<file path="config.mk">
export PLATFORM = sky130hd
export DESIGN_NAME = usbf_ep_buf_wb
export DESIGN_NICKNAME = d
export VERILOG_FILES = /design/src/rtl/usbf_ep_buf_wb_pkg.sv /design/src/rtl/usbf_buf_calc.sv /design/src/rtl/usbf_ep_buf_wb.sv
export SDC_FILE = /design/constraint.sdc
export NUM_CORES = 1
export LEC_CHECK = 0
export ABC_AREA = 1
export BUFFER_PORTS_ARGS = -buffer_cell sky130_fd_sc_hd__buf_2
export CORE_MARGIN = 2
export CORE_UTILIZATION = 53
export CTS_BUF_LIST = sky130_fd_sc_hd__clkbuf_8
export DETAILED_ROUTE_END_ITERATION = 8
export GPL_TIMING_DRIVEN = 0
export PLACE_DENSITY = 0.81
export RECOVER_POWER = 100
export SYNTH_ARGS = -nofsm -noshare
export SYNTH_HDL_FRONTEND = slang
export SYNTH_SLANG_ARGS = --single-unit
export TNS_END_PERCENT = 1
</file>
<file path="constraint.sdc">
create_clock -name clk -period 5.6 [get_ports clk]
set_input_delay 1.12 -clock clk [delete_from_list [all_inputs] [get_ports clk]]
set_output_delay 1.12 -clock clk [all_outputs]
set_load 0.005 [all_outputs]
</file>
<file path="src/rtl/usbf_ep_buf_wb_pkg.sv">
// Shared field offsets, descriptor constants and FSM encoding for the endpoint
// buffer write-back engine.
package usbf_ep_buf_wb_pkg;

  localparam int UC_BSEL_LSB = 30;
  localparam int UC_DPD_LSB  = 28;
  localparam int MAX_PL_SZ_W = 11;
  localparam logic [31:0] BUF_UNUSED = 32'hffff_ffff;

  typedef enum logic [3:0] {
    ST_IDLE  = 4'd0,
    ST_MATCH = 4'd1,
    ST_LATCH = 4'd2,
    ST_CALC  = 4'd3,
    ST_WRBUF = 4'd4,
    ST_DPD   = 4'd5,
    ST_FIN   = 4'd6,
    ST_BSEL  = 4'd7,
    ST_BSET  = 4'd8,
    ST_DONE  = 4'd9
  } state_t;

endpackage

</file>
<file path="src/rtl/usbf_buf_calc.sv">
// Combinational buffer descriptor update: advance address, shrink size, and
// flag buffer completion on a short packet or a nearly exhausted buffer.
module usbf_buf_calc #(
  parameter int ADR_W = 17,
  parameter int SZ_W  = 14
) (
  input  logic [ADR_W-1:0] adr,
  input  logic [SZ_W-1:0]  sz,
  input  logic [10:0]      xfer_sz,
  input  logic [10:0]      max_pl_sz,
  output logic [ADR_W-1:0] new_adr,
  output logic [SZ_W-1:0]  new_sz,
  output logic             fin
);

  logic [SZ_W-1:0]  xfer_sz_ext;
  logic [ADR_W-1:0] xfer_adr_ext;

  assign xfer_sz_ext  = SZ_W'(xfer_sz);
  assign xfer_adr_ext = ADR_W'(xfer_sz);

  // Address wraps naturally at the field width; size saturates at zero.
  assign new_adr = adr + xfer_adr_ext;
  assign new_sz  = (sz > xfer_sz_ext) ? (sz - xfer_sz_ext) : '0;

  // A zero-length packet always terminates the buffer, even with max_pl_sz of 0.
  assign fin = (new_sz < SZ_W'(max_pl_sz)) || (xfer_sz < max_pl_sz) || (xfer_sz == 11'd0);

endmodule

</file>
<file path="src/rtl/usbf_ep_buf_wb.sv">
// Endpoint buffer write-back engine: after a transaction it reads the selected
// endpoint's csr/buffers and writes back the updated descriptor, dpd and bsel.
module usbf_ep_buf_wb #(
  parameter int MATCH_TO = 2,
  parameter int ADR_W    = 17,
  parameter int SZ_W     = 14
) (
  input  logic        clk,
  input  logic        rst,
  input  logic        start,
  input  logic [3:0]  ep_no,
  input  logic [10:0] xfer_sz,
  input  logic        xfer_err,
  output logic        busy,
  output logic        done,
  output logic        no_ep,
  output logic [3:0]  ep_sel,
  input  logic        ep_match,
  input  logic [31:0] csr,
  input  logic [31:0] buf0,
  input  logic [31:0] buf1,
  output logic [31:0] idin,
  output logic        buf0_set,
  output logic        buf1_set,
  output logic        uc_bsel_set,
  output logic        uc_dpd_set,
  output logic        buf0_rl,
  output logic        int_buf0_set,
  output logic        int_buf1_set
);
  import usbf_ep_buf_wb_pkg::*;

  localparam int CNT_W = $clog2(MATCH_TO + 1);

  state_t                 state, nxt;
  logic [CNT_W-1:0]       cnt;
  logic [10:0]            xsz_q;
  logic                   xerr_q;
  logic                   no_ep_q;
  logic [1:0]             bsel_q;
  logic [1:0]             dpd_q;
  logic [MAX_PL_SZ_W-1:0] mps_q;
  logic [31:0]            buf0_q;
  logic [31:0]            buf1_q;

  logic                   use_b1;
  logic                   buf1_unused;
  logic [31:0]            b_act;
  logic [ADR_W-1:0]       new_adr;
  logic [SZ_W-1:0]        new_sz;
  logic                   fin;
  logic                   accept;
  logic                   match_to_hit;
  logic                   csr_unused;

  assign csr_unused = ^csr[27:11];

  // Any uc_bsel other than 01 falls back to buffer 0.
  assign use_b1      = (bsel_q == 2'b01);
  assign b_act       = use_b1 ? buf1_q : buf0_q;
  assign buf1_unused = (buf1_q == BUF_UNUSED);
  assign accept      = start && ((state == ST_IDLE) || (state == ST_DONE));
  assign match_to_hit = (cnt == CNT_W'(MATCH_TO - 1));

  usbf_buf_calc #(.ADR_W(ADR_W), .SZ_W(SZ_W)) u_calc (
    .adr       (b_act[ADR_W-1:0]),
    .sz        (b_act[ADR_W +: SZ_W]),
    .xfer_sz   (xsz_q),
    .max_pl_sz (mps_q),
    .new_adr   (new_adr),
    .new_sz    (new_sz),
    .fin       (fin)
  );

  always_ff @(posedge clk or posedge rst) begin
    if (rst) begin
      state   <= ST_IDLE;
      cnt     <= '0;
      ep_sel  <= 4'h0;
      xsz_q   <= '0;
      xerr_q  <= 1'b0;
      no_ep_q <= 1'b0;
      bsel_q  <= '0;
      dpd_q   <= '0;
      mps_q   <= '0;
      buf0_q  <= '0;
      buf1_q  <= '0;
    end else begin
      state <= nxt;
      if (accept) begin
        ep_sel  <= ep_no;
        xsz_q   <= xfer_sz;
        xerr_q  <= xfer_err;
        no_ep_q <= 1'b0;
        cnt     <= '0;
      end
      if (state == ST_MATCH) begin
        cnt <= cnt + 1'b1;
        if (!ep_match && match_to_hit) no_ep_q <= 1'b1;
      end
      if (state == ST_LATCH) begin
        bsel_q <= csr[UC_BSEL_LSB +: 2];
        dpd_q  <= csr[UC_DPD_LSB +: 2];
        mps_q  <= csr[MAX_PL_SZ_W-1:0];
        buf0_q <= buf0;
        buf1_q <= buf1;
      end
    end
  end

  always_comb begin
    nxt          = state;
    busy         = (state != ST_IDLE) && (state != ST_DONE);
    done         = 1'b0;
    no_ep        = 1'b0;
    idin         = '0;
    buf0_set     = 1'b0;
    buf1_set     = 1'b0;
    uc_bsel_set  = 1'b0;
    uc_dpd_set   = 1'b0;
    buf0_rl      = 1'b0;
    int_buf0_set = 1'b0;
    int_buf1_set = 1'b0;
    case (state)
      ST_IDLE:  if (start) nxt = ST_MATCH;
      ST_MATCH: begin
        if (ep_match)          nxt = ST_LATCH;
        else if (match_to_hit) nxt = ST_DONE;
      end
      ST_LATCH: nxt = xerr_q ? ST_DONE : ST_CALC;
      ST_CALC:  nxt = (b_act == BUF_UNUSED) ? ST_DONE : ST_WRBUF;
      ST_WRBUF: begin
        idin     = 32'({1'b0, new_sz, new_adr});
        buf0_set = !use_b1;
        buf1_set = use_b1;
        nxt      = ST_DPD;
      end
      ST_DPD: begin
        idin[UC_DPD_LSB +: 2] = dpd_q ^ 2'b01;
        uc_dpd_set = 1'b1;
        nxt        = fin ? ST_FIN : ST_DONE;
      end
      ST_FIN: begin
        int_buf0_set = !use_b1;
        int_buf1_set = use_b1;
        nxt          = ST_BSEL;
      end
      ST_BSEL: begin
        // Buffer 0 finished with no alternate: reload it before re-selecting it.
        if (!use_b1 && buf1_unused) begin
          buf0_rl = 1'b1;
          nxt     = ST_BSET;
        end else begin
          uc_bsel_set = 1'b1;
          idin[UC_BSEL_LSB +: 2] = use_b1 ? 2'b00 : 2'b01;
          nxt = ST_DONE;
        end
      end
      ST_BSET: begin
        uc_bsel_set = 1'b1;
        nxt         = ST_DONE;
      end
      ST_DONE: begin
        done  = 1'b1;
        no_ep = no_ep_q;
        nxt   = start ? ST_MATCH : ST_IDLE;
      end
      default: nxt = ST_IDLE;
    endcase
  end

endmodule

</file>
==> results.toml <==
[status]
outcome = "finished with violations"
violations = "capacitance limit, slew limit"

[timing]
hold_viol = 0
worstMarginPinSlew_ns = 1.52
slew_violations = 33
setup_viol = 0
finalCriticalPeriod_ns = 4.91
rsz0062_at_grt = "false"
fin_tns_setup_ns = 0
fmax_mhz = 204
fin_skew_ns = 0.0258
setup_slack_ns = 0.690
min_period_over_period_pct = 87.7
relSlewSlack_pct = -1.67

[finish]
fin_nets = 1270
drive_above_1_share_pct = 13.4
final_util_pct = 62.6
num_antenna_cells = 0
area_growth_pct = 16.6

[floorplanning]
dieHeight_um = 116
core_um2 = 12500
die-area_um2 = 13500
ios = 162
rows = 41
die_w_um = 116
initial_core_util_pct = 53.7

[global_route]
grt_overflow = 0
grt_pass1_wl_mm = 30.4
grt_pass1_vias = 6148
antenna_found_initial = 0
grt_usage_pct = 29.5
grt_max_degree = 71

[yosys]
synthDistinctLibCells = 45
synthArstFlopShare_pct = 100
ys_warn_count = 0
yosysSeqAreaShare_pct = 38.2
syn_nets = 1115
synth-main-ff-cell = "dfrtp_1"
avgSynthCellArea_um2 = 7.01
synthCells = 954
synth_edf_count = 0
ys_ff_latch = 102
syn-cell-area_um2 = 6690

[flow_run]
maxCapViolCount = 1

[worst_setup_path]
critical_path_cell_count = 15
r2r_slack_ns = 0.99
cp_cell_sequence = "nand2_1 > buf_6 > clkbuf_1 > o21ai_0 > ha_1 > inv_1 > nand2_1 > nand3_1 > nand2_1 > nand3_1 > nand2_1 > nand2_1 > clkbuf_1 > nor4_1 > clkbuf_1"
cp-start-kind = "register"
cpMostUsedCell = "nand2_1"
arrival_ns = 3.79
cp-end-kind = "output pin"
rr_worst_depth = 26
cpPeakStageDelay_ns = 0.44
path_delay_family = "simple AND/OR/NAND/NOR gates"
critPathRequiredTime_ns = 4.48
crit_fanout = 10
slowest_stage = "dfrtp_1"
path_class = "register to output pin"
crit_buf_inv = 5

[routing]
viasPerCell = 5.20
via_count = 6690
drc = 0
wl_per_cell_um = 15.0
antenna_left = 0
wirelength_mm = 19.3
drt_pass1_iterations = 5
dr.first_iter.drc_count = 506

[placed_design]
numPortBuffers = 143
hpwl_mm = 15.4
place_congestion = 0.955
dp_slack_ns = 1.38

[cts]
cts_tree = "done"
h-tree-depth = 3
cts_hold_buf = 0
cts-root-buf = "clkbuf_8"
cts_resized = 0
post_cts_buffers = 0
clk_path_buf_depth = 2
cts_made_buffers = 9
clock-sinks = 102
path_clk_slew_ns = 0.10
clkLatencyLatePin_ns = 0.40

[power_and_ir_drop]
total_leakage_power_nw = 4.14
p_total_mw = 5.77
powerDensity_nw_per_um2 = 740
peakVddDrop_mv = 0.288

[min_path]
min_delay_path_depth = 2
hp-class = "register to register"
==> cell usage in the layout, fill, tap and decap left out, types with 6 or more instances in the layout <==
cell and n:
nand2_1 362, inv_1 113, buf_2 109, dfrtp_1 102, o21ai_0 70, nor2_1 65, clkbuf_1 58, ha_1 43
a21oi_1 36, nand3_1 31, nor3_1 18, nand4_1 17, o21ai_1 13, clkbuf_8 11, xor2_1 6
==> synth_stat cells (6+ instances only) <==
| library cell | instances | area share (%) |
|---|---|---|
| nand3_1 | 30 | 2.2 |
| inv_1 | 112 | 6.3 |
| nor3_1 | 18 | 1.3 |
| a21oi_1 | 36 | 2.7 |
| o21ai_1 | 14 | 1.0 |
| clkbuf_1 | 23 | 1.3 |
| nor2_1 | 65 | 3.6 |
| dfrtp_1 | 102 | 38 |
| nand2_1 | 360 | 20 |
| o21ai_0 | 68 | 5.1 |
| xor2_1 | 6 | 0.79 |
| nand4_1 | 17 | 1.6 |
| ha_1 | 43 | 8.0 |
==> cell type report <==
| cell class | instances | area (µm²) |
|---|---|---|
| Fill cell | 1220 | 4670 |
| Multi-Input combinational cell | 705 | 3520 |
| Sequential cell | 102 | 2550 |
| Timing Repair Buffer | 144 | 702 |
| Inverter | 115 | 433 |
| Tap cell | 172 | 215 |
| Buffer | 32 | 158 |
| Clock buffer | 11 | 151 |
| Clock inverter | 5 | 63.8 |
==> through the flow <==
| step | cells | hold slack [ns] | cell area (µm²) |
|---|---|---|---|
| global placement | 1269 | 0.456 | 7620 |
| global route | 1286 | 0.506 | 7800 |
| detailed placement | 1270 | 0.462 | 7650 |
| floorplan | 954 | 0.434 | 6690 |
| CTS | 1286 | 0.486 | 7870 |
| finish | 1286 | 0.486 | 7800 |
==> routing by layer <==
metal / GRT usage (%) / part of all wire, %
met5: 0 / 0
met4: 11.3 / 3.2
met3: 5.14 / 6.5
met2: 47.8 / 46
met1: 39.7 / 45
==> path summary, 6_finish.rpt <==
check	end	start
worst max-delay path	idin[19]	bsel_q[0]$_DFFE_PP0P_
worst min-delay path	buf0_q[12]$_DFFE_PP0P_	buf0_q[12]$_DFFE_PP0P_
worst max register to register	state[0]$_DFFE_PP0P_	bsel_q[1]$_DFFE_PP0P_
worst min register to register	buf0_q[12]$_DFFE_PP0P_	buf0_q[12]$_DFFE_PP0P_
max in group asynchronous	state[1]$_DFFE_PP0P_	rst
min in group asynchronous	xsz_q[6]$_DFFE_PP0P_	rst
==> power breakdown <==
part           total [mW]  leakage, nW  internal (mW)  switching [mW]
Combinational        3.89         2.77           1.35            2.54
Sequential           1.37         1.25           1.10           0.268
Clock               0.520        0.112          0.237           0.283
Total                5.77         4.14           2.68            3.09
==> state kept, by name, summed over array words and instances, names as in the netlist <==
register / flops
bsel_q: 2
buf0_q: 32
dpd_q: 2
no_ep_q: 1
state: 4
ep_sel: 4
mps_q: 11
cnt: 2
xsz_q: 11
buf1_q: 32
xerr_q: 1
==> worst reg2reg max path, delay by kind of cell (launching register included) <==
family                     cells  cell delay, ns
and+or+nand+nor               16            1.50
AOI/OAI and AO/OA              3            0.94
buffers and inverters          5            1.00
DFF                            1            0.37
adders and majority gates      2            0.67
==> logic make-up after synthesis <==
kind of cell / synth area share [%]
buffers and inverters: 8.96
adders and majority gates: 8.64
DFF: 38.2
AOI/OAI and AO/OA: 11.5
and+or+nand+nor: 31.5
xor gates and xnor gates: 1.18
other: 0.0561
Note: power is estimated with default switching activity, not from simulation.
